`src/rtl/muldiv_pkg.sv`:
```
// Shared encodings for the multiply/divide/accumulate engine.
package muldiv_pkg;

  localparam logic [2:0] OP_MULT  = 3'b000;
  localparam logic [2:0] OP_MULTU = 3'b001;
  localparam logic [2:0] OP_DIV   = 3'b010;
  localparam logic [2:0] OP_DIVU  = 3'b011;
  localparam logic [2:0] OP_MADD  = 3'b100;
  localparam logic [2:0] OP_MADDU = 3'b101;
  localparam logic [2:0] OP_MSUB  = 3'b110;
  localparam logic [2:0] OP_MSUBU = 3'b111;

  // op_i[IS_UNSIGNED] set selects the unsigned variant; op_i[2:1] is the op class
  localparam int IS_UNSIGNED = 0;

  localparam logic [1:0] CLS_MUL  = 2'b00;
  localparam logic [1:0] CLS_DIV  = 2'b01;
  localparam logic [1:0] CLS_MADD = 2'b10;
  localparam logic [1:0] CLS_MSUB = 2'b11;

  typedef enum logic [2:0] {
    ST_IDLE,
    ST_MUL,
    ST_DIV,
    ST_FIXUP,
    ST_DONE
  } state_t;

endpackage

```
`src/rtl/muldiv_divider.sv`:
```
// Iterative restoring divider on unsigned magnitudes, one quotient bit per cycle.
// Only instantiated when MULDIV_DIV_EN is defined.
module muldiv_divider #(
  parameter int WIDTH = 32
) (
  input  logic             clk,
  input  logic             rst,
  input  logic             start,
  input  logic             annul,
  input  logic [WIDTH-1:0] dividend,
  input  logic [WIDTH-1:0] divisor,
  output logic [WIDTH-1:0] quotient,
  output logic [WIDTH-1:0] remainder,
  output logic             done
);
  localparam int CW = $clog2(WIDTH + 1);

  logic             active;
  logic [CW-1:0]    cnt;
  logic [WIDTH-1:0] quo;
  logic [WIDTH-1:0] rem;
  logic [WIDTH-1:0] dvs;
  logic [WIDTH:0]   trial;

  // Shift the next dividend bit into the partial remainder and try the subtract
  assign trial     = {rem, quo[WIDTH-1]} - {1'b0, dvs};
  assign done      = active & (cnt == CW'(1));
  assign quotient  = quo;
  assign remainder = rem;

  always_ff @(posedge clk or posedge rst) begin
    if (rst) begin
      active <= 1'b0;
      cnt    <= '0;
      quo    <= '0;
      rem    <= '0;
      dvs    <= '0;
    end else if (annul) begin
      active <= 1'b0;
      cnt    <= '0;
    end else if (start) begin
      active <= 1'b1;
      cnt    <= CW'(WIDTH);
      quo    <= dividend;
      rem    <= '0;
      dvs    <= divisor;
    end else if (active) begin
      cnt <= cnt - CW'(1);
      if (done) active <= 1'b0;
      if (!trial[WIDTH]) begin
        rem <= trial[WIDTH-1:0];
        quo <= {quo[WIDTH-2:0], 1'b1};
      end else begin
        rem <= {rem[WIDTH-2:0], quo[WIDTH-1]};
        quo <= {quo[WIDTH-2:0], 1'b0};
      end
    end
  end

endmodule

```
`src/rtl/muldiv_unit.sv`:
```
// Multi-cycle MULT/DIV/MADD/MSUB engine with a {HI,LO} result.
// Define MULDIV_DIV_EN to build in the divider; otherwise DIV/DIVU complete with zero.
//   state | meaning
//   IDLE  | waiting for start
//   MUL   | shift-add, MUL_BPC multiplier bits per cycle
//   DIV   | restoring divider running
//   FIXUP | sign correction, accumulate, register result
//   DONE  | one-cycle valid; may accept the next start
module muldiv_unit
  import muldiv_pkg::*;
#(
  parameter int WIDTH   = 32,
  parameter int MUL_BPC = 1
) (
  input  logic               clk,
  input  logic               rst,
  input  logic               start_i,
  input  logic [2:0]         op_i,
  input  logic [WIDTH-1:0]   opa_i,
  input  logic [WIDTH-1:0]   opb_i,
  input  logic [2*WIDTH-1:0] hilo_i,
  input  logic               annul_i,
  output logic               busy_o,
  output logic               result_valid_o,
  output logic [WIDTH-1:0]   hi_o,
  output logic [WIDTH-1:0]   lo_o,
  output logic               div_zero_o,
  output logic               stallreq_o
);
  localparam int K  = WIDTH / MUL_BPC;
  localparam int CW = $clog2(K + 1);

  state_t             state;
  logic [CW-1:0]      cnt;
  logic [2:0]         op_q;
  logic               neg_q;
  logic [WIDTH-1:0]   mplier;
  logic [2*WIDTH-1:0] mcand, prod, hilo_q, partial, prod_s, res;
  logic               a_neg, b_neg, accept;
  logic [WIDTH-1:0]   a_mag, b_mag;

  assign a_neg      = ~op_i[IS_UNSIGNED] & opa_i[WIDTH-1];
  assign b_neg      = ~op_i[IS_UNSIGNED] & opb_i[WIDTH-1];
  assign a_mag      = a_neg ? -opa_i : opa_i;
  assign b_mag      = b_neg ? -opb_i : opb_i;
  assign accept     = start_i & ~annul_i & ((state == ST_IDLE) | (state == ST_DONE));
  assign stallreq_o = start_i & ~result_valid_o;

`ifdef MULDIV_DIV_EN
  logic [WIDTH-1:0] a_q, div_quo, div_rem;
  logic             neg_r, dz_q, div_done, div_start;

  assign div_start = accept & (op_i[2:1] == CLS_DIV) & (opb_i != '0);

  muldiv_divider #(.WIDTH(WIDTH)) u_div (
    .clk       (clk),
    .rst       (rst),
    .start     (div_start),
    .annul     (annul_i),
    .dividend  (a_mag),
    .divisor   (b_mag),
    .quotient  (div_quo),
    .remainder (div_rem),
    .done      (div_done)
  );
`endif

  always_comb begin
    partial = '0;
    for (int j = 0; j < MUL_BPC; j++)
      if (mplier[j]) partial = partial + (mcand << j);
  end

  assign prod_s = neg_q ? -prod : prod;

  always_comb begin
    res = '0;
    case (op_q[2:1])
      CLS_MUL:  res = prod_s;
      CLS_MADD: res = hilo_q + prod_s;
      CLS_MSUB: res = hilo_q - prod_s;
      default: begin
`ifdef MULDIV_DIV_EN
        // Remainder follows the dividend sign, quotient the sign difference
        if (dz_q) res = {a_q, {WIDTH{1'b1}}};
        else      res = {neg_r ? -div_rem : div_rem, neg_q ? -div_quo : div_quo};
`endif
      end
    endcase
  end

  always_ff @(posedge clk or posedge rst) begin
    if (rst) begin
      state          <= ST_IDLE;
      cnt            <= '0;
      op_q           <= '0;
      neg_q          <= 1'b0;
      mplier         <= '0;
      mcand          <= '0;
      prod           <= '0;
      hilo_q         <= '0;
      busy_o         <= 1'b0;
      result_valid_o <= 1'b0;
      hi_o           <= '0;
      lo_o           <= '0;
      div_zero_o     <= 1'b0;
`ifdef MULDIV_DIV_EN
      a_q            <= '0;
      neg_r          <= 1'b0;
      dz_q           <= 1'b0;
`endif
    end else if (annul_i) begin
      state          <= ST_IDLE;
      cnt            <= '0;
      busy_o         <= 1'b0;
      result_valid_o <= 1'b0;
    end else begin
      case (state)
        ST_IDLE, ST_DONE: begin
          result_valid_o <= 1'b0;
          busy_o         <= 1'b0;
          state          <= ST_IDLE;
          if (accept) begin
            op_q   <= op_i;
            hilo_q <= hilo_i;
            neg_q  <= a_neg ^ b_neg;
            mcand  <= {{WIDTH{1'b0}}, a_mag};
            mplier <= b_mag;
            prod   <= '0;
            busy_o <= 1'b1;
            if (op_i[2:1] == CLS_DIV) begin
`ifdef MULDIV_DIV_EN
              a_q   <= opa_i;
              neg_r <= a_neg;
              dz_q  <= (opb_i == '0);
              state <= (opb_i == '0) ? ST_FIXUP : ST_DIV;
`else
              state <= ST_FIXUP;
`endif
            end else begin
              state <= ST_MUL;
              cnt   <= CW'(K);
            end
          end
        end
        ST_MUL: begin
          prod   <= prod + partial;
          mcand  <= mcand << MUL_BPC;
          mplier <= mplier >> MUL_BPC;
          cnt    <= cnt - CW'(1);
          if (cnt == CW'(1)) state <= ST_FIXUP;
        end
`ifdef MULDIV_DIV_EN
        ST_DIV: begin
          if (div_done) state <= ST_FIXUP;
        end
`endif
        ST_FIXUP: begin
          {hi_o, lo_o}   <= res;
          busy_o         <= 1'b0;
          result_valid_o <= 1'b1;
          state          <= ST_DONE;
`ifdef MULDIV_DIV_EN
          div_zero_o     <= (op_q[2:1] == CLS_DIV) & dz_q;
`else
          div_zero_o     <= 1'b0;
`endif
        end
        default: state <= ST_IDLE;
      endcase
    end
  end

endmodule

```
`config.mk`:
```
export PLATFORM = sky130hd
export DESIGN_NAME = muldiv_unit
export DESIGN_NICKNAME = d
export VERILOG_FILES = /design/src/rtl/muldiv_pkg.sv /design/src/rtl/muldiv_divider.sv /design/src/rtl/muldiv_unit.sv
export SDC_FILE = /design/constraint.sdc
export NUM_CORES = 1
export LEC_CHECK = 0
export BUFFER_PORTS_ARGS = -buffer_cell sky130_fd_sc_hd__clkbuf_2
export CAP_MARGIN = 20
export CORE_AREA = 2 2 288 290
export CTS_CLUSTER_DIAMETER = 200
export DETAILED_ROUTE_END_ITERATION = 10
export DIE_AREA = 0 0 290 292
export HOLD_SLACK_MARGIN = 0.08
export PLACE_DENSITY = 0.45
export SKIP_CTS_REPAIR_TIMING = 1
export SKIP_LAST_GASP = 1
export SYNTH_ARGS = -nofsm -noshare
export SYNTH_HDL_FRONTEND = slang
export SYNTH_SLANG_ARGS = --single-unit
export TNS_END_PERCENT = 20
```
`constraint.sdc`:
```
create_clock -name clk -period 10.9 [get_ports clk]
set_input_delay 2.18 -clock clk [delete_from_list [all_inputs] [get_ports clk]]
set_output_delay 2.18 -clock clk [all_outputs]
set_load 0.03 [all_outputs]
```
After elaboration in Yosys (flattened, before gate mapping)
Cells that the tools add are included.
{"block": "totals", "output_inout_bits": 68, "regBits": 303, "in_bits": 135}
{"block": "op_classes", "muxes": 25, "eq_ne": 11, "reduce_logical": 10, "addsub": 7, "bitwise_logic": 10}
{"cell": "$mux W64", "n": 4}
{"cell": "$pmux W64 S2", "n": 2}
{"cell": "$pmux W64 S3", "n": 1}
{"cell": "$add A64 B64 Y64", "n": 2}
{"cell": "$mux W32", "n": 3}
{"cell": "$neg A32 Y32", "n": 2}
{"cell": "$neg A64 Y64", "n": 1}
{"cell": "$pmux W32 S2", "n": 1}
{"cell": "$sub A64 B64 Y64", "n": 1}
{"cell": "$mux W6", "n": 3}
{"cell": "$pmux W6 S2", "n": 1}
{"cell": "$ne A3 B3 Y1 const B", "n": 3}
{"cell": "$pmux W3 S3", "n": 1}
{"cell": "$reduce_and A3 Y1", "n": 3}
{"cell": "$eq A6 B1 Y1 const B", "n": 1}
{"cell": "$mux W3", "n": 2}
{"cell": "$reduce_bool A3 Y1", "n": 2}
{"cell": "$sub A6 B1 Y6 const B", "n": 1}
{"cell": "$and A1 B1 Y1", "n": 5}
{"cell": "$eq A2 B2 Y1 const B", "n": 2}
{"cell": "$mux W2", "n": 2}
{"cell": "$pmux W1 S2", "n": 2}
{"cell": "$eq A3 B1 Y1 const B", "n": 1}
{"cell": "$eq A3 B2 Y1 const B", "n": 1}
{"cell": "other kinds (12)", "n": 16}

Logic depth before layout (Yosys ltp)
Gate-level depths: netlist of the first run.
{"block": "depth", "ltp_word": 6, "depth_mapped": 29}

Least setup slack after synthesis of the first run
Ideal clock, no wire load.
{"block": "synth_path", "path_kind": "reg2reg", "start": "reg prod[6]", "end": "reg hi_o[31]", "setup_ps": 121, "path_slack_ps": 4590, "path_stages_with_launch": 29, "t_required_ps": 10779, "arrival_ps": 6190, "cell_sequence": "dfrtp_1 -> buf_6 -> or4_1 -> buf_2 -> or3_1 -> buf_2 -> or4_1 -> buf_2 -> or4_1 -> a21oi_1 -> o21ai_1 -> or3_4 -> or3_1 -> a21oi_1 -> xor2_1 -> ha_1 -> clkbuf_1 -> a21o_1 -> a21o_1 -> a21o_1 -> a21oi_1 -> nor2b_1 -> o21ai_0 -> nand2_1 -> a21o_1 -> or3_1 -> a21o_1 -> a31oi_1 -> nor2_1"}
{"block": "synth_via", "elab_chain_cells": 4, "word_cells_on_any_way": 5, "cone_classes": "add/sub: 3; mux: 2"}
{"item": "from (decl)", "line": "muldiv_unit.sv:38", "text": "logic [2*WIDTH-1:0] mcand, prod, hilo_q, partial, prod_s, res;"}
{"item": "from (signal assigned)", "line": "muldiv_unit.sv:147", "text": "prod <= prod + partial;"}
{"item": "$neg A64 Y64", "line": "muldiv_unit.sv:74", "text": "assign prod_s = neg_q ? -prod : prod;"}
{"item": "$mux W64 *", "line": "muldiv_unit.sv:74"}
{"item": "$sub A64 B64 Y64 or $add A64 B64 Y64 (tied branches)", "line": "muldiv_unit.sv:81, muldiv_unit.sv:80"}
{"item": "$pmux W64 S3 *", "line": "muldiv_unit.sv:78", "text": "case (op_q[2:1])"}
{"item": "to (signal assigned)", "line": "muldiv_unit.sv:159", "text": "{hi_o, lo_o} <= res;"}
{"item": "to (decl)", "line": "muldiv_unit.sv:25", "text": "output logic [WIDTH-1:0] hi_o,"}
Every way passes the cells marked *; elsewhere a longest branch is shown, timed or not.
A chain may end at the register's enable or synchronous reset.

Final worst setup path of the first run
{"block": "layout_path", "start": "reg prod[0]", "end": "reg hi_o[29]"}
Same word-level chain as after synthesis.

==> out/summary.md, run 1 <==
Summed over all instances, the cell type with the most area after synthesis is dfrtp_1. The count of nets after finishing was 3456. The post-synthesis to final-layout area growth was 13.3%. The number of enable-type register cells in the synthesized netlist is 0, and the tightest slew margin relative to the limit is 0.353. Arithmetic-cell share of the synthesized area counting full adders, half adders and majority gates: 0.0692.

For this design, the sink count on the clock tree is 302. The data arrival time at the worst-slack endpoint was 8.57 ns; the summed instance area of the synthesized netlist was 24300 µm². Fraction of final layout cells with drive strength greater than 1: 0.100. The final critical-path share of the clock period was 0.744. The initial antenna violation count was 10; the global placer's final weighted congestion was 0.899.

After detailed routing, the average wire length per cell comes to 18.5 µm. The synthesized-area fraction occupied by and/or/nand/nor cells was 0.221. The HPWL after detailed placement is 59500 µm. Counting every instance in the synthesized netlist gives 3114. The run finished with clean final reports. The tool flagged a number of max-cap violations equal to 0. The count of filler cells inserted in the layout came out at 8702.

In this run the worst hold path is classified as flip-flop to flip-flop. The run gives 21400 as the via count of the first global-routing pass. The average instance area after synthesis works out to 7.79 µm². Maximum vdd ir drop: 0.182 mV. Yosys attributes the largest share of cell area to dfrtp_1, nand2_1, ha_1. The clock passes through at most 3 buffers.

The xor/xnor share of the synthesized area was 0.107. The worst path needs 8.11 ns of the cycle, external delays included. Along the worst path, the maximum fanout reaches 18.

The run gives 203 as the maximum number of pins on one net before global-route repair. Setup repair after global routing left no endpoint under its margin. The tools report the sequential share of the synthesized area as 0.312. Root buffer cell: clkbuf_16. Among all cell types in the netlist, the one instantiated most often is nand2_1. For the reported leakage power, the log shows 12.5 nW.

The run gives 79200 µm as the final wirelength. The worst setup path is launched from a flip-flop. Post-layout worst setup margin: 2.79 ns. Measured along the x axis, the die boundary spans 290 µm. TritonCTS built the clock tree. The number of flip-flops and latches in the synthesized netlist is 302. The compound-cell area share of the yosys netlist is 0.250, and the number of buffer cells added on primary ports is 201. For the synthesized netlist net count, the log shows 3382. Post-route DRC violation count: 0.

In this run the count of I/O pins placed on the die edge is 203. Start-to-end type of the worst setup path: flip-flop to flip-flop. CTS built an H-tree with a depth of 2. In this run the remaining antenna-violating nets after routing total 0.

The clock-pin slew on the worst setup and hold paths came out at 0.06 ns. For the initial core utilization, the log shows 0.297. The final design utilization came out at 0.337. For the required time at the endpoint of the critical path, the log shows 11.36 ns. The die is 292 µm tall. The logs give 40 for the CTS buffer count and 1430 for the detailed router's first-iteration violation count. The element type at the critical path end was a flip-flop.

The total die area was 84700 µm²; the post-route setup TNS was 0 ns. The tools report the number of unique standard cell types used by synthesis as 80. After the flow finishes, the layout carries non-filler instances totaling 4288. The via density per instance is 5.20, and the number of slew-limit violations in the final report is 0. Once placement finished, the instance area stood at 26100 µm². Via count: 22300.

The portion of synthesized cell area occupied by the leading cell type works out to 0.312. In this run the core area contains 105 standard-cell rows. For the final database, setup skew stands at 0.0365 ns. Global route total overflow: 0. The floorplan step defined a core boundary enclosing 81600 µm². The first global-routing pass estimated 126000 µm of wire. Clock latency on the worst-skew pair, taken at its later pin, is 0.58 ns. The most used flip-flop cell after synthesis was dfrtp_1. Final setup violation count: 0. By area, the combinational part of the netlist is dominated by compound AO/OA/AOI/OAI gates. Based on the critical path, the design can be clocked at up to 123 MHz.

The number of hold violations in the final report is 0. Before antenna repair, the detailed router went through 5 iterations. At the pin with the least slew margin, the transition time is 0.968 ns.

In the synthesized netlist, the cells that appear most often are nand2_1, dfrtp_1, o21ai_0. The total non-filler cell area in the finished layout came out at 27500 µm². The overall global routing resource usage is 0.184, and the power per unit of standard cell area is 338 nW/µm².

The logs give 2.81 ns for the worst-case setup slack after placement and 0 for the Yosys warning count. The fraction of synthesis flops using an asynchronous set or reset pin was 1.00. The number of placed instances, taps included, is 4216. Fraction of synthesized area in multiplexers: 0.00253.
power by group:
group | internal [mW] | leakage [nW] | switching (mW)
Combinational | 2.18 | 7.95 | 3.86
Clock | 0.877 | 0.685 | 0.541
Sequential | 1.46 | 3.87 | 0.356
worst paths after layout:
kind	startpoint	to	slack [ns]	depth (start not counted)
worst max register to register	prod[0]	hi_o[29]	2.79	22
max in group asynchronous	rst	mcand[61]	7.57	3
worst max-delay path	prod[0]	hi_o[29]	2.79	22
worst min register to register	mplier[31]	mplier[31]	0.47	2
min in group asynchronous	rst	lo_o[3]	1.81	2
worst min-delay path	mplier[31]	mplier[31]	0.47	2
sequential cells by signal, indices dropped and copies added, names as in the netlist:
| signal | count |
|---|---|
| neg_q | 1 |
| cnt | 6 |
| hilo_q | 64 |
| prod | 64 |
| result_valid_o | 1 |
| busy_o | 1 |
| lo_o | 32 |
| mcand | 64 |
| state | 3 |
| op_q | 2 |
| hi_o | 32 |
| mplier | 32 |
final cells by class:
type | instances | area, µm² | share of cell area
antenna | 2 | 5.00 | 0.000182
clock buffer | 55 | 1150 | 0.0418
clock inverter | 15 | 236 | 0.00861
inverter | 62 | 240 | 0.00874
multi-input combinational | 2560 | 15800 | 0.574
sequential | 302 | 7560 | 0.275
tap | 1070 | 1340 | 0.0487
timing repair buffer | 222 | 1180 | 0.0428
cell families (layout without fill, tap and decap cells):
family / Yosys count / after routing
other: 1 / 3
buffers and inverters: 252 / 354
flip-flops: 302 / 302
multiplexers: 6 / 6
XOR/XNOR: 295 / 295
adder cells (fa/ha/maj): 133 / 133
AO/OA/AOI/OAI: 978 / 978
AND/OR/NAND/NOR: 1147 / 1147
critical path, stage by stage, from the launching register on:
cell and delay, ns:
dfrtp_1 0.49, inv_1 0.15, ha_1 0.56, nand4_1 0.67, o41ai_1 0.60, xnor2_1 0.23
or4_1 0.50, nor4_1 0.66, and2_1 0.27, a21oi_1 0.09, xor2_1 0.16, ha_1 0.42
nand2_1 0.10, nor2_1 0.28, nand3_1 0.14, or4_1 0.50, o21ai_0 0.32, o221ai_1 0.31
o41ai_1 0.89, a31oi_1 0.27, xnor2_1 0.18, a21oi_1 0.15, nor2_1 0.06
per-layer routing:
metal / up-vias / share of wire / global-route usage
li1: 11300 / - / -
met1: 10400 / 0.52 / 0.274
met2: 462 / 0.41 / 0.271
met3: 96 / 0.049 / 0.0324
met4: 12 / 0.025 / 0.0470
met5: - / 0.00090 / 0
layout by cell type (no fill, tap or decap), types with 17 or more instances in the layout:
master,netlist,final
a31oi_1,46,46
clkbuf_2,0,201
a221oi_1,26,26
o21ai_0,300,300
dfrtp_1,302,300
nor3_1,62,62
o21bai_1,27,27
inv_1,62,60
and2_1,75,75
buf_4,1,20
nor2_1,252,248
and3_1,23,23
a21o_1,70,70
nor4_1,23,23
o31ai_1,35,35
xnor2_1,146,146
nand2b_1,39,38
o41ai_1,29,29
o21a_1,19,19
clkbuf_16,0,41
xor2_1,149,149
nand4_1,26,26
nand2_1,474,474
or4_1,23,23
a22o_1,38,38
nor2b_1,17,17
a21oi_1,284,284
nand3_1,53,53
or3_1,33,33
ha_1,131,131
metrics by stage:
step	total power [mW]	hold WS, ns
detailed placement	7.80	0.465
global route	10.1	0.504
global placement	7.89	0.463
CTS	9.28	0.478
finish	9.28	0.471
floorplan	6.26	0.440
Power figures use the tool's default switching activity.
==> run 2, diff against run 1 <==
==> constraint.sdc (replaced) <==
create_clock -name clk -period 7.16 [get_ports clk]
set_input_delay 1.432 -clock clk [delete_from_list [all_inputs] [get_ports clk]]
set_output_delay 1.432 -clock clk [all_outputs]
set_load 0.03 [all_outputs]
==> run 2 against run 1 <==
  * Count of clock-buffer cells in the layout is 1 higher
  * Critical path depth grew 1
  * Global-route usage about the same
  * Via count up 0.33%
  * Highest routed layer unchanged
  * Worst hold slack better by 0.0077 ns
  * Sequential power is 49% higher
  * Largest cell class unchanged
  * Flip-flop and latch count unchanged
  * Register-to-register slack lost 2.3 ns
  * Sequential share of layout area fell by 0.26 points
  * Fmax increased by 22%
  * First-iteration DRC count down 0.77%
  * Critical endpoint is now hi_o[31]
  * Die area is the same
==> out/summary.md, run 2 (same netlist as run 1, synthesis figures left out) <==
The flow ran to the end, and the final reports show no timing, DRC or antenna violations. The run gives 150 MHz (was 123 MHz) as the highest clock frequency the design can meet. Top library cells by usage in the layout, fill and taps aside: nand2_1, dfrtp_1, o21ai_0, a21oi_1, nor2_1 (was nand2_1, o21ai_0, dfrtp_1, a21oi_1, nor2_1). Clock latency reported for the late side of the worst-skew pair: 0.58 ns (about the same). The clock period minus final worst setup slack came out at 6.66 ns (was 8.11 ns).

The final wirelength is 79600 µm (was 79200 µm), and the area of the core is 81600 µm² (unchanged). The tools report the reported leakage power as 12.7 nW (was 12.5 nW). The overall power consumption is 14.3 mW (was 9.28 mW). The initial core utilization was 0.297 (unchanged); the via count was 22400 (was 22300). For the depth of the CTS H-tree, the log shows 2 (unchanged). The run gives 0 (unchanged) as the number of hold violations in the final report. The most numerous cell type found on the critical path is a21o_1. The number of buffer cells added on primary ports is 201 (unchanged). The dominant delay contributor by cell family on the critical path was simple AND/OR/NAND/NOR gates (unchanged). The run gives 21600 (was 21400) as the via count of the first global-routing pass. The most common cell after layout, fill and taps aside was nand2_1 (unchanged).

The post-layout worst setup margin was 0.498 ns (was 2.79 ns). The critical path's largest stage delay was 0.68 ns (was 0.89 ns); the number of slew-limit violations in the final report was 0 (unchanged). The final setup violation count was 0 (unchanged); the maximum clock path buffer count was 3 (unchanged).

The count of filler cells inserted in the layout was 8657 (was 8702); the fraction of final layout cells with drive strength greater than 1 was 0.110 (was 0.100). The tools report the count of antenna-violating nets left after detailed routing as 0 (unchanged). The die boundary width was 290 µm (unchanged).

Start-to-end type of the worst setup path: flip-flop to flip-flop (unchanged). The via density per instance was 5.17 (was 5.20). Post-synthesis to final-layout area growth: 14.4% (was 13.3%). For the maximum vdd ir drop, the log shows 0.247 mV (was 0.182 mV). The total non-filler cell area in the finished layout was 27700 µm² (was 27500 µm²); the global placer's final weighted congestion was 0.916 (was 0.899). The data arrival time at the worst-slack endpoint was 7.12 ns (was 8.57 ns). The critical path buffer and inverter count was 0 (was 1). The worst hold slack after final layout came out at 0.478 ns (was 0.471 ns). For the detailed router's first-iteration violation count, the log shows 1419 (was 1430). Element type at the critical path end: a flip-flop (unchanged).

Registers with the most flip-flops: hilo_q (64), mcand (64), prod (64) (unchanged). The global route total overflow is 0 (unchanged), and the global-route wire length before repair is 126000 µm (about the same). The post-route setup TNS came out at 0 ns (unchanged). The power per unit of standard cell area is 516 nW/µm² (was 338 nW/µm²). The clock sink total was 302 (unchanged); the post-route DRC violation count was 0 (unchanged). The run gives 203 (unchanged) as the top-level I/O count. Root buffer cell: clkbuf_16 (unchanged).

The tools report the maximum number of pins on one net before global-route repair as 203 (unchanged). For the total die area, the log shows 84700 µm² (unchanged). The number of rows created at floorplan was 105 (unchanged). Slowest library cell on the worst path: or4_1 (was o41ai_1). The maximum clock skew at final layout was 0.0384 ns (was 0.0365 ns). Clock-pin slew on the worst setup and hold paths: 0.06 ns (about the same). The initial antenna violation count came out at 10 (unchanged). The required time at the endpoint of the critical path came out at 7.62 ns (was 11.36 ns). The placed cell area was 26400 µm² (was 26100 µm²). Cell-by-cell trace of the critical path: or4_1 > or3_4 > or4_1 > or4_1 > a21oi_1 > o21ai_1 > or3_4 > or3_1 > a21oi_1 > xor2_1 > ha_1 > a21o_1 > a21o_1 > a21o_1 > a21oi_1 > nor2b_1 > o21ai_0 > nand2_1 > a21o_1 > or3_1 > a21o_1 > a31oi_1 > nor2_1 (was inv_1 > ha_1 > nand4_1 > o41ai_1 > xnor2_1 > or4_1 > nor4_1 > and2_1 > a21oi_1 > xor2_1 > ha_1 > nand2_1 > nor2_1 > nand3_1 > or4_1 > o21ai_0 > o221ai_1 > o41ai_1 > a31oi_1 > xnor2_1 > a21oi_1 > nor2_1).

The vertical die dimension was 292 µm (unchanged). TritonCTS built the clock tree. Setup repair after global routing could not meet its margin everywhere. For the post-detailed-placement half-perimeter wirelength, the log shows 59800 µm (was 59500 µm).

Class of the tightest hold or removal check: flip-flop to flip-flop (unchanged). The total iterations of the first detailed-routing run was 8 (was 5); the final critical-path share of the clock period was 0.930 (was 0.744). The mean routed wirelength per cell is 18.4 µm (was 18.5 µm), and the tightest slew margin relative to the limit is 0.306 (was 0.353). Overall global routing resource usage: 0.184 (about the same). The max capacitance violation total came out at 0 (unchanged).

Sort of element at the start of the critical path: a flip-flop (unchanged). The logs give 0.277 ns (was 2.81 ns) for the worst-case setup slack after placement and 3494 (was 3456) for the count of nets after finishing. The maximum fanout along the worst path was 18 (unchanged). Pin slew with the least headroom to its limit: 1.04 ns (was 0.968 ns). The tools report the CTS buffer count as 39 (was 40).
## run 2: changes by cell type in the layout (fill, tap and decap cells not counted), moves of 2 or more
cell and change:
buf_12 +2, buf_4 +37, clkbuf_1 +2, clkinv_2 -2, clkinvlp_4 +2, inv_6 -2, o21ai_0 -2, o21ai_1 +2
## run 2: per-layer routing
metal  part of all wire  vias up  track usage  routed length [µm]
met5             0.0011        -            0                  84
met4              0.026       12       0.0509                2070
met3              0.051      104       0.0314                4090
met2               0.41      559        0.273               32700
met1               0.51    10300        0.274               40700
li1                   -    11400            -                   -
## run 2: worst min-delay path, delay by kind of cell, from the launching register on
family,cells,cell delay [ns]
flip-flops,1,0.34
AO/OA/AOI/OAI,1,0.06
AND/OR/NAND/NOR,1,0.04
## run 2: stage by stage
step,utilization,cells
after floorplan,-,3114
after global placement,0.324,4255
after detailed placement,0.324,4255
after CTS,0.340,4322
after global routing,0.340,4323
final,0.340,4324
## run 2: where the power goes
group | internal (mW) | switching [mW]
clock | 1.28 | 0.802
sequential | 2.23 | 0.488
combinational | 3.53 | 5.99
## run 2: final timing paths
kind / from / endpoint / slack [ns] / cells past startpoint
worst max-delay path: prod[7] / hi_o[31] / 0.50 / 23
worst min-delay path: mplier[28] / mplier[28] / 0.48 / 2
worst max register to register: prod[7] / hi_o[31] / 0.50 / 23
worst min register to register: mplier[28] / mplier[28] / 0.48 / 2
max in group asynchronous: rst / hilo_q[53] / 4.90 / 3
min in group asynchronous: rst / mcand[0] / 0.96 / 2
## run 2: area by class of cell
cell class | instances | area [µm²] | area share
Multi-Input combinational cell | 2560 | 15800 | 0.569
Sequential cell | 302 | 7560 | 0.273
Timing Repair Buffer | 261 | 1490 | 0.0539
Tap cell | 1070 | 1340 | 0.0483
Clock buffer | 56 | 1140 | 0.0412
Inverter | 62 | 236 | 0.00852
Clock inverter | 11 | 186 | 0.00672
Antenna cell | 2 | 5.00 | 0.000180
==> run 3, diff against run 2 <==
--- a/config.mk
+++ b/config.mk
@@ -11,6 +11,7 @@
 export CTS_CLUSTER_DIAMETER = 200
 export DETAILED_ROUTE_END_ITERATION = 10
 export DIE_AREA = 0 0 290 292
+export GPL_TIMING_DRIVEN = 0
 export HOLD_SLACK_MARGIN = 0.08
 export PLACE_DENSITY = 0.45
 export SKIP_CTS_REPAIR_TIMING = 1
==> run 3 against run 2 <==
  * Clock power increased by 4%
  * Core utilization increased by 1.2 points
  * Final cell count increased by 3.7%
  * Routed wire length increased by 12%
  * Flip-flop and latch count unchanged
==> out/summary.md, run 3 (same netlist as run 1, synthesis figures left out) <==
The flow ran to the end, and the final reports show no timing, DRC or antenna violations. The critical hold path startpoint is mplier[31] (was mplier[28]). The depth of the CTS H-tree was 2 (unchanged).

The total iterations of the first detailed-routing run is 7 (was 8). The logs give 12.9 nW (was 12.7 nW) for the reported leakage power and 203 (unchanged) for the top-level I/O count. The placed cell area was 26800 µm² (was 26400 µm²); the maximum number of pins on one net before global-route repair was 42 (was 203). The logs give 0 (unchanged) for the max capacitance violation total and 0.901 (was 0.916) for the global placer's final weighted congestion. The start-to-end type of the worst setup path is flip-flop to flip-flop (unchanged). For the overall global routing resource usage, the log shows 0.206 (was 0.184). The global route total overflow is 0 (unchanged), and the depth of the worst hold-timing path is 2 (unchanged). The vertical die dimension is 292 µm (unchanged), and the number of slew-limit violations in the final report is 0 (unchanged).

The final critical-path share of the clock period was 0.956 (was 0.930). Initial antenna violation count: 3 (was 10). The run gives 0.352 (was 0.340) as the final design utilization. Reg-to-reg startpoint: prod[7] (unchanged). The highest clock frequency the design can meet is 146 MHz (was 150 MHz). The run gives 0.280 (was 0.306) as the tightest slew margin relative to the limit. For the final wirelength, the log shows 89000 µm (was 79600 µm). The post-route DRC violation count came out at 0 (unchanged). The tools report the worst hold slack after final layout as 0.473 ns (was 0.478 ns). Setup repair after global routing could not meet its margin everywhere. The mean routed wirelength per cell works out to 19.9 µm (was 18.4 µm). The total inserted antenna cells is 0 (was 2), and the clock period minus final worst setup slack is 6.85 ns (was 6.66 ns).

The tools report the number of rows created at floorplan as 105 (unchanged). For the cell count after placement, the log shows 4396 (was 4255). The tools report the worst reg-to-reg setup slack as 0.31 ns (was 0.50 ns). The tools report the global-route wire length before repair as 137000 µm (was 126000 µm). The initial core utilization is 0.297 (unchanged), and the final setup violation count is 0 (unchanged). Post-detailed-placement half-perimeter wirelength: 71400 µm (was 59800 µm). The fraction of final layout cells with drive strength greater than 1 is 0.115 (was 0.110). The most common cell after layout, fill and taps aside is nand2_1 (unchanged). The power per unit of standard cell area is 519 nW/µm² (was 516 nW/µm²), and the via density per instance is 5.21 (was 5.17).

The number of hold violations in the final report was 0 (unchanged). The total non-filler cell area in the finished layout is 28700 µm² (was 27700 µm²), and the CTS buffer count is 41 (was 39). Required time at the endpoint of the critical path: 7.63 ns (was 7.62 ns).

The run gives 0.275 mV (was 0.247 mV) as the maximum vdd ir drop. TritonCTS built the clock tree. The end of the worst hold path is mplier[31] (was mplier[28]). The tools report the sort of element at the start of the critical path as a flip-flop (unchanged). The element type at the critical path end is a flip-flop (unchanged). The area of the core is 81600 µm² (unchanged). The number of cells in the finished layout apart from fillers was 4482 (was 4324); the clock-pin slew on the worst setup and hold paths was 0.05 ns (was 0.06 ns). The maximum clock path buffer count was 3 (unchanged); the maximum clock skew at final layout was 0.0312 ns (was 0.0384 ns). The maximum fanout along the worst path is 9 (was 18). The worst reg2reg path depth came out at 27 (was 23). The run gives 302 (unchanged) as the clock sink total. The data arrival time at the worst-slack endpoint was 7.31 ns (was 7.12 ns).

The logs give 0 (unchanged) for the count of antenna-violating nets left after detailed routing and 14.9 mW (was 14.3 mW) for the overall power consumption. The total die area is 84700 µm² (unchanged). Registers with the most flip-flops: hilo_q (64), mcand (64), prod (64) (unchanged).

The count of nets after finishing is 3647 (was 3494), and the post-synthesis to final-layout area growth is 18.3% (was 14.4%). The pin slew with the least headroom to its limit is 1.08 ns (was 1.04 ns). Class of the tightest hold or removal check: flip-flop to flip-flop (unchanged). The count of filler cells inserted in the layout is 8686 (was 8657). The endpoint of the worst-slack reg-to-reg timing path is hi_o[31] (unchanged).

The root buffer cell was clkbuf_16 (unchanged). For the clock latency reported for the late side of the worst-skew pair, the log shows 0.59 ns (was 0.58 ns). The via count of the first global-routing pass came out at 22500 (was 21600). The die boundary width was 290 µm (unchanged). For the detailed router's first-iteration violation count, the log shows 1372 (was 1419).

Top library cells by usage in the layout, fill and taps aside: nand2_1, dfrtp_1, o21ai_0, a21oi_1, nor2_1 (unchanged). Number of buffer cells added on primary ports: 201 (unchanged). Via count: 23400 (was 22400).
[run 3: changes by cell type in the layout (fill, tap and decap cells not counted), sizes merged, moves of 2 or more]
cell	delta
buf	-16
clkinvlp	+4
diode	-2
clkinv	+5
inv	+2
clkbuf	+166
[run 3: cell type report]
| class | count | area, µm² | area share |
|---|---|---|---|
| Multi-Input combinational cell | 2560 | 16100 | 0.560 |
| Sequential cell | 302 | 7560 | 0.263 |
| Timing Repair Buffer | 232 | 1370 | 0.0478 |
| Tap cell | 1070 | 1340 | 0.0467 |
| Clock buffer | 55 | 1200 | 0.0419 |
| Buffer | 180 | 699 | 0.0244 |
| Inverter | 62 | 236 | 0.00824 |
| Clock inverter | 21 | 229 | 0.00798 |
[run 3: worst max path at each step]
stage | cells past startpoint | from | slack, ns | end
2_1_floorplan | 28 | prod[6] | 0.85 | hi_o[31]
3_3_place_gp | 23 | prod[3] | -1.57 | hi_o[25]
3_5_place_dp | 23 | prod[3] | -1.53 | hi_o[25]
4_1_cts | 23 | prod[3] | -1.55 | hi_o[25]
5_1_grt | 26 | prod[7] | -0.04 | hi_o[25]
6_report | 27 | prod[7] | 0.31 | hi_o[31]
[run 3: worst max-delay path, stage by stage, from the launching register on]
cell     delay (ns)
dfrtp_1        0.37
buf_2          0.19
or4_1          0.50
buf_2          0.20
or3_1          0.31
buf_2          0.19
or4_1          0.50
buf_2          0.17
or4_1          0.46
a21oi_1        0.17
o21ai_1        0.13
or3_4          0.40
or3_1          0.39
a21oi_2        0.21
xor2_2         0.23
ha_4           0.26
a21o_1         0.19
a21o_1         0.18
a21o_1         0.22
a21oi_1        0.15
nor2b_1        0.06
o21ai_0        0.15
nand2_1        0.07
a21o_1         0.19
or3_1          0.36
a21o_1         0.20
a31oi_2        0.22
nor2_1         0.08
[run 3: power breakdown]
group          internal, mW  total, mW  leakage, nW  switching (mW)
combinational          3.58       10.0         8.36            6.43
clock                  1.32       2.17        0.698           0.849
sequential             2.23       2.71         3.88           0.479
[run 3: stage by stage]
stage / setup TNS (ns) / worst slack (ns)
after floorplan: 0 / 0.850
after global placement: -216.43 / -1.57
after global routing: -0.0995 / -0.0426
after detailed placement: -14.83 / -1.53
after CTS: -15.31 / -1.55
final: 0 / 0.314
[run 3: layer usage]
layer	routed length (µm)	global-route usage
met5	44	0
met4	2620	0.0607
met3	4040	0.0255
met2	39500	0.330
met1	42800	0.290
